**src/rtl/pc_fetch_unit.sv**
```systemverilog
// pc_fetch_unit: PC sequencer that drives an external adder and runs one outstanding instruction fetch.
// Optional misaligned-redirect trap is enabled by defining PC_MISALIGN_TRAP_EN.
//
// state | meaning
// REQ   | fetch request outstanding (suppressed by stall or redirect)
// HOLD  | fetched instruction presented to decode, waiting for instr_ready
// HALT  | misaligned redirect trapped, waits for reset (PC_MISALIGN_TRAP_EN only)
module pc_fetch_unit #(
    parameter logic [31:0] RESET_PC = 32'h0000_0000,
    parameter logic [31:0] INCR     = 32'd4
) (
    input  logic        clk,
    input  logic        rst_n,
    input  logic        stall,
    input  logic        redirect,
    input  logic [31:0] redirect_pc,
    output logic [31:0] op1,
    output logic [31:0] op2,
    input  logic [31:0] res,
    output logic        imem_req,
    output logic [31:0] imem_addr,
    input  logic        imem_ack,
    input  logic [31:0] imem_rdata,
    output logic        instr_valid,
    output logic [31:0] instr,
    output logic [31:0] instr_pc,
    input  logic        instr_ready,
    output logic        trap
);

    typedef enum logic [1:0] {
        ST_REQ  = 2'd0,
        ST_HOLD = 2'd1,
        ST_HALT = 2'd2
    } state_t;

    state_t      state;
    logic [31:0] pc;

    assign op1       = pc;
    assign op2       = INCR;
    assign imem_addr = pc;
    // rst_n gating keeps the request low while reset is held, since state already reads REQ
    assign imem_req  = rst_n & (state == ST_REQ) & ~stall & ~redirect;

`ifdef PC_MISALIGN_TRAP_EN
    logic trap_q;
    assign trap = trap_q;
`else
    assign trap = 1'b0;
`endif

    always_ff @(posedge clk or negedge rst_n) begin
        if (!rst_n) begin
            state       <= ST_REQ;
            pc          <= RESET_PC;
            instr_valid <= 1'b0;
            instr       <= 32'h0;
            instr_pc    <= 32'h0;
`ifdef PC_MISALIGN_TRAP_EN
            trap_q      <= 1'b0;
`endif
        end else begin
            case (state)
                ST_REQ, ST_HOLD: begin
                    if (redirect) begin
                        instr_valid <= 1'b0;
`ifdef PC_MISALIGN_TRAP_EN
                        if (redirect_pc[1:0] != 2'b00) begin
                            state  <= ST_HALT;
                            trap_q <= 1'b1;
                        end else begin
                            pc    <= redirect_pc;
                            state <= ST_REQ;
                        end
`else
                        pc    <= redirect_pc & 32'hFFFF_FFFC;
                        state <= ST_REQ;
`endif
                    end else if (state == ST_REQ) begin
                        if (imem_req && imem_ack) begin
                            instr       <= imem_rdata;
                            instr_pc    <= pc;
                            pc          <= res;
                            instr_valid <= 1'b1;
                            state       <= ST_HOLD;
                        end
                    end else if (instr_ready) begin
                        instr_valid <= 1'b0;
                        state       <= ST_REQ;
                    end
                end
                default: state <= state;
            endcase
        end
    end

endmodule

```
**config.mk**
```make
export PLATFORM = sky130hd
export DESIGN_NAME = pc_fetch_unit
export DESIGN_NICKNAME = d
export VERILOG_FILES = /design/src/rtl/pc_fetch_unit.sv
export SDC_FILE = /design/constraint.sdc
export NUM_CORES = 1
export LEC_CHECK = 0
export CORE_UTILIZATION = 35
export CTS_CLUSTER_DIAMETER = 30
export DETAILED_ROUTE_END_ITERATION = 16
export GPL_ROUTABILITY_DRIVEN = 0
export MAX_ROUTING_LAYER = met4
export PLACE_DENSITY = 0.84
export SLEW_MARGIN = 10
export SYNTH_ARGS = -nofsm -noshare
export SYNTH_HDL_FRONTEND = slang
export SYNTH_SLANG_ARGS = --single-unit
```
**constraint.sdc**
```tcl
create_clock -name clk -period 1.7 [get_ports clk]
set_clock_uncertainty 0.05 [all_clocks]
set_input_delay 0.34 -clock clk [delete_from_list [all_inputs] [get_ports clk]]
set_output_delay 0.34 -clock clk [all_outputs]
set_load 0.005 [all_outputs]
```
After elaboration in Yosys (flattened, before gate mapping)

Cells that the tools add are included.

Add/sub/neg operators: 0
Multiply operators: 0
Div/mod/pow operators: 0
Magnitude comparators: 0
Equal/unequal tests: 2
Shift-type cells: 0
Mux-type cells: 11
Bitwise logic cells: 5
Reduce and logical (&&, ||, !) cells: 9

Operator list:

| operator                                             | number |
|---|---|
| 2-to-1 mux 32 bit                                    | 3 |
| 2-to-1 mux 2 bit                                     | 4 |
| AND reduction 3 bit                                  | 2 |
| 2-to-1 mux 1 bit                                     | 4 |
| AND reduction 4 bit                                  | 1 |
| nonzero test 2 bit                                   | 2 |
| AND 1 bit                                            | 3 |
| != test 3 x 2 -> 1 bit (second input constant)       | 1 |
| nonzero test 3 bit                                   | 1 |
| equality test 2 x 1 -> 1 bit (second input constant) | 1 |
| zero test 2 bit                                      | 1 |
| NOT 1 bit                                            | 2 |
| OR reduction 2 bit                                   | 1 |
| logical AND 1 bit                                    | 1 |

Register bits: 99
Latch bits: 0
Memory bits (writable): 0
ROM bits: 0
Input port bits: 102
Output and inout bits: 163
Word-level logic and storage cells: 32
Memories kept: 0

Logic depth before layout (Yosys ltp)

Word-level depth: 8
Mapped depth: 7
Mapped depth without buffers: 4

Worst setup path before layout

OpenSTA, ideal clock, no wires.

Path kind: input-to-reg
Start point: input port redirect
End point: register instr[0]
Library setup time: 0.125 ns
Data arrival time: 1.769 ns
Required time: 1.525 ns
Slack: -0.244 ns
Cell stages on the path: 7
Path buffers: 3
Path through: buf_2 or4b_4 inv_2 nand2_2 buf_6 buf_6 mux2_4

Longest elaborated chain between the ends: 4

Ends and longest elaborated chain:

| what                                   | RTL line | source |
|---|---|---|
| start, declared                        | 15       | `input logic redirect,` |
| NOT 1 bit (no source line) *           | -        |  |
| AND 1 bit                              | 44       | `assign imem_req = rst_n & (state == ST_REQ) & ~stall & ~redirect;` |
| logical AND 1 bit                      | 81       | `if (imem_req && imem_ack) begin` |
| AND reduction 4 bit (no source line) * | -        |  |
| end signal, assigned                   | 82       | `instr <= imem_rdata;` |
| end, declared                          | 25       | `output logic [31:0] instr,` |

Mark *: on every way between the ends. The rest lies on a longest branch, timed or not.
A chain may end at the register's enable or synchronous reset.

==> metrics.md <==
| Metric | Value |
|---|---|
| Proportion of netlist area held by the largest area contributor | 52.33% |
| Total negative slack | -10.56 ns |
| Total Die Area | 13,720 µm² |
| Setup ws final | -0.1716 ns |
| Chip height | 117.1 µm |
| Die width | 117.1 µm |
| Delay-heaviest family, CP | simple AND/OR/NAND/NOR gates |
| Area of the mapped netlist | 4638 µm² |
| Port Buffers | between 200 and 250 |
| Cells after DPL | 738 |
| Classification of the worst-slack hold path | in -> async |
| Area post-placement | 6773 µm² |
| Final critical path time including I/O delays and setup | 1.872 ns |
| Clk network pwr share | about 28% |
| Number of H-tree levels | 3 |
| Routed length per placed instance | 16.96 µm |
| RSZ-0062 raised after global routing | true |
| Critical-path maximum fanout | 8 |
| Vias in the first global route | 3,569 |
| Status | complete, but fails checks |
| Mean Syn Cell Area | 12.08 µm² |
| Critical Path Slowest Stage Cell | sky130_fd_sc_hd__or4b_4 |
| Fin crit share | 110.1% |
| Crit path arrival time | 2.04 ns |
| DRC violations left | 0 |
| Number of buffers created by CTS | 9 |
| Clock transition at the registers of the reported paths | 0.07 ns |
| Combinational share of power | between 30% and 40% |
| Clock Path Buffers | 2 |
| Initial Utilization | 36.31% |
| Total of hold buffers inserted after clock tree synthesis | 0 |
| Reported net switching power | about 1.7 mW |
| Total leakage power | 3.380 nW |
| Critical Path End Type | flop |
| Seq/Total Area, Yosys | 52.33% |
| Crit start category | flop |
| Via count | 3,721 |
| Final Hold Violating Endpoints | 0 |
| Count of different cell masters after synthesis | 17 |
| Overall overflow remaining after global route | 0 |
| Detailed-router iteration count before antenna repair | 4 |
| Fraction of final layout cells sized beyond drive strength 1 | 20.46% |
| Fillcell total | 1,016 |
| Net count, final | roughly 700 |
| TritonCTS clock tree | built |
| Number of cells in the finished layout apart from fillers | slightly below 800 |
| Overall global routing resource usage | between 10% and 20% |
| Final Power | 7.173 mW |
| Number of pins exceeding their max-slew limit in the final report | 0 |
| Slew at the pin with the worst max-slew slack | 0.7061 ns |
| Max VDD drop | 0.5090 mV |
| Post-route ant nets | 0 |
| Post-detailed-placement half-perimeter wirelength | 8896 µm |
| Worst-skew pair later-pin latency | 0.34 ns |
| Class of the most critical setup path | reg -> reg |
| Power density over cell area | 963.8 nW/µm² |
| Antenna Diode Count | 0 |
| Violated checks | setup timing |
| Buffers & Inverters on Critical Path | 3 |
| Register bit count reported by yosys | 97 |
| Cell types with the largest area share after synthesis | sky130_fd_sc_hd__dfrtp_1 52%, sky130_fd_sc_hd__buf_4 11%, sky130_fd_sc_hd__mux2_4 9.4% |
| Slew HR | a little over half |
| Via count normalized by instance count | 4.783 |
| Drt total wl | between 10,000 and 15,000 µm |
| Area of the core | 12,770 µm² |
| Critical path cell sequence | or4b_4 > clkinv_4 > buf_8 > nand2_8 > clkbuf_16 > mux2_4 |
| Count of maximum capacitance violations | 0 |
| Library cell occupying the most area in the post-synthesis netlist | sky130_fd_sc_hd__dfrtp_1 |
| P&R area growth vs syn | 60.45% |
| Number of I/O pins | ~270 |
| Clock Root Buffer | sky130_fd_sc_hd__clkbuf_16 |
| Final setup violating endpoints | 97 |
| Largest net degree at the start of global routing | 64 |
| Final core occ | 58.26% |
| Clock sink count | 97 |
| Number of core rows | 41 |
| CP max stage delay | 0.53 ns |
| Gate count after technology mapping | 384 |
| Warnings from Yosys | 0 |
| Sw Share | approximately 24% |
| Initial antenna violation count | 0 |
| Upper clock frequency limit | 534.3 MHz |
| Required time at the worst-slack endpoint | approximately 1.9 ns |
| First-iteration detailed-routing DRC count | 148 |
| Internal power summed over all cells | 5.449 mW |
| Final instance area | 7442 µm² |
| First-pass GRT wire length | roughly 19,000 µm |
| Proportion of power drawn by flip-flops and latches | 42.1% |
flip-flops by register name, indices dropped and copies added, names as in the netlist:
signal	count
instr	32
instr_valid	1
imem_addr	32
instr_pc	32
cell type report:
class,instances,area [µm²],area share (%)
tap,172,215.2,2.892
clock inverter,3,40.04,0.5380
timing repair buffer,266,2786,37.44
sequential,97,2429,32.63
multi-input combinational,225,1709,22.97
inverter,2,12.51,0.1681
clock buffer,13,250.2,3.362
power by group through the flow:
| stage | Sequential (mW) | Combinational [mW] | Clock, mW |
|---|---|---|---|
| after global routing | 3.08 | 2.33 | 2.16 |
| after global placement | 3.04 | 2.05 | 0 |
| after CTS | 3.03 | 2.14 | 2.06 |
| after detailed placement | 3.07 | 2.09 | 0 |
| after floorplan | 3.06 | 0.785 | 0 |
| final | 3.02 | 2.16 | 2.00 |
placed cells by master (no fill, tap or decap), types with 2 or more instances in the layout:
cell,count
sky130_fd_sc_hd__conb_1,33
sky130_fd_sc_hd__a21oi_1,30
sky130_fd_sc_hd__dlymetal6s2s_1,24
sky130_fd_sc_hd__buf_2,2
sky130_fd_sc_hd__clkdlybuf4s50_1,201
sky130_fd_sc_hd__clkbuf_16,12
sky130_fd_sc_hd__mux2_4,29
sky130_fd_sc_hd__nor2b_1,32
sky130_fd_sc_hd__clkbuf_1,3
sky130_fd_sc_hd__o21ai_0,31
sky130_fd_sc_hd__buf_4,25
sky130_fd_sc_hd__dfrtp_1,96
sky130_fd_sc_hd__clkinv_2,2
sky130_fd_sc_hd__mux2_2,37
sky130_fd_sc_hd__a31oi_1,30
sky130_fd_sc_hd__buf_12,3
sky130_fd_sc_hd__buf_6,3
sky130_fd_sc_hd__buf_16,2
repair_timing:
item | CTS | global route
cloned | 2 | 4
buffers inserted | 6 | 12
pin swaps | 31 | 1
endpoints found under the setup margin | 100 | 137
gates resized for setup | 14 | 30
metal layers:
layer	part of all wire, %	global-route usage (%)	up-vias
met5	0	-	-
met4	3.1	9.536	0
met3	7.4	4.274	32
met2	50	31.72	200
met1	40	21.06	1816
li1	-	-	1673
path summary, 6_finish.rpt:
path / cells after the start / start / slack (ns) / to
setup / recovery: 6 / instr_valid$_DFFE_PN0P_ / -0.17 / instr[11]$_DFFE_PN0P_
hold / removal: 2 / rst_n / 0.04 / imem_addr[19]$_DFFE_PN0P_
setup reg to reg: 6 / instr_valid$_DFFE_PN0P_ / -0.17 / instr[11]$_DFFE_PN0P_
hold reg to reg: 1 / instr_pc[8]$_DFFE_PN0P_ / 0.46 / instr_pc[8]$_DFFE_PN0P_
max in group asynchronous: 3 / rst_n / 0.43 / instr_pc[24]$_DFFE_PN0P_
min in group clk: 1 / instr_pc[8]$_DFFE_PN0P_ / 0.46 / instr_pc[8]$_DFFE_PN0P_
logic make-up (layout without fill, tap and decap cells):
family | after synthesis | count (layout) | synth area share (%)
other cells | 2 | 33 | 0.1619
simple gates | 35 | 35 | 4.883
flops | 97 | 97 | 52.33
buf+inv | 93 | 284 | 13.62
compound gates | 91 | 91 | 10.63
mux | 66 | 66 | 18.37
per-stage QoR:
stage	hold WS, ns	worst slack (ns)
floorplan	-0.005591	-0.1434
global placement	0.4044	-0.6474
detailed placement	0.4116	-0.6422
CTS	0.04383	-0.2033
global route	0.07749	-0.2162
finish	0.03511	-0.1716
cell usage after synthesis (all sizes together):
library cell and instances:
a21oi 30, a31oi 30, buf 76, clkbuf 15
conb 2, dfrtp 97, inv 2, mux2 66
nand2 1, nand2b 1, nor2b 32, o21ai 31
or4b 1
Note: power is estimated with default switching activity, not from simulation.
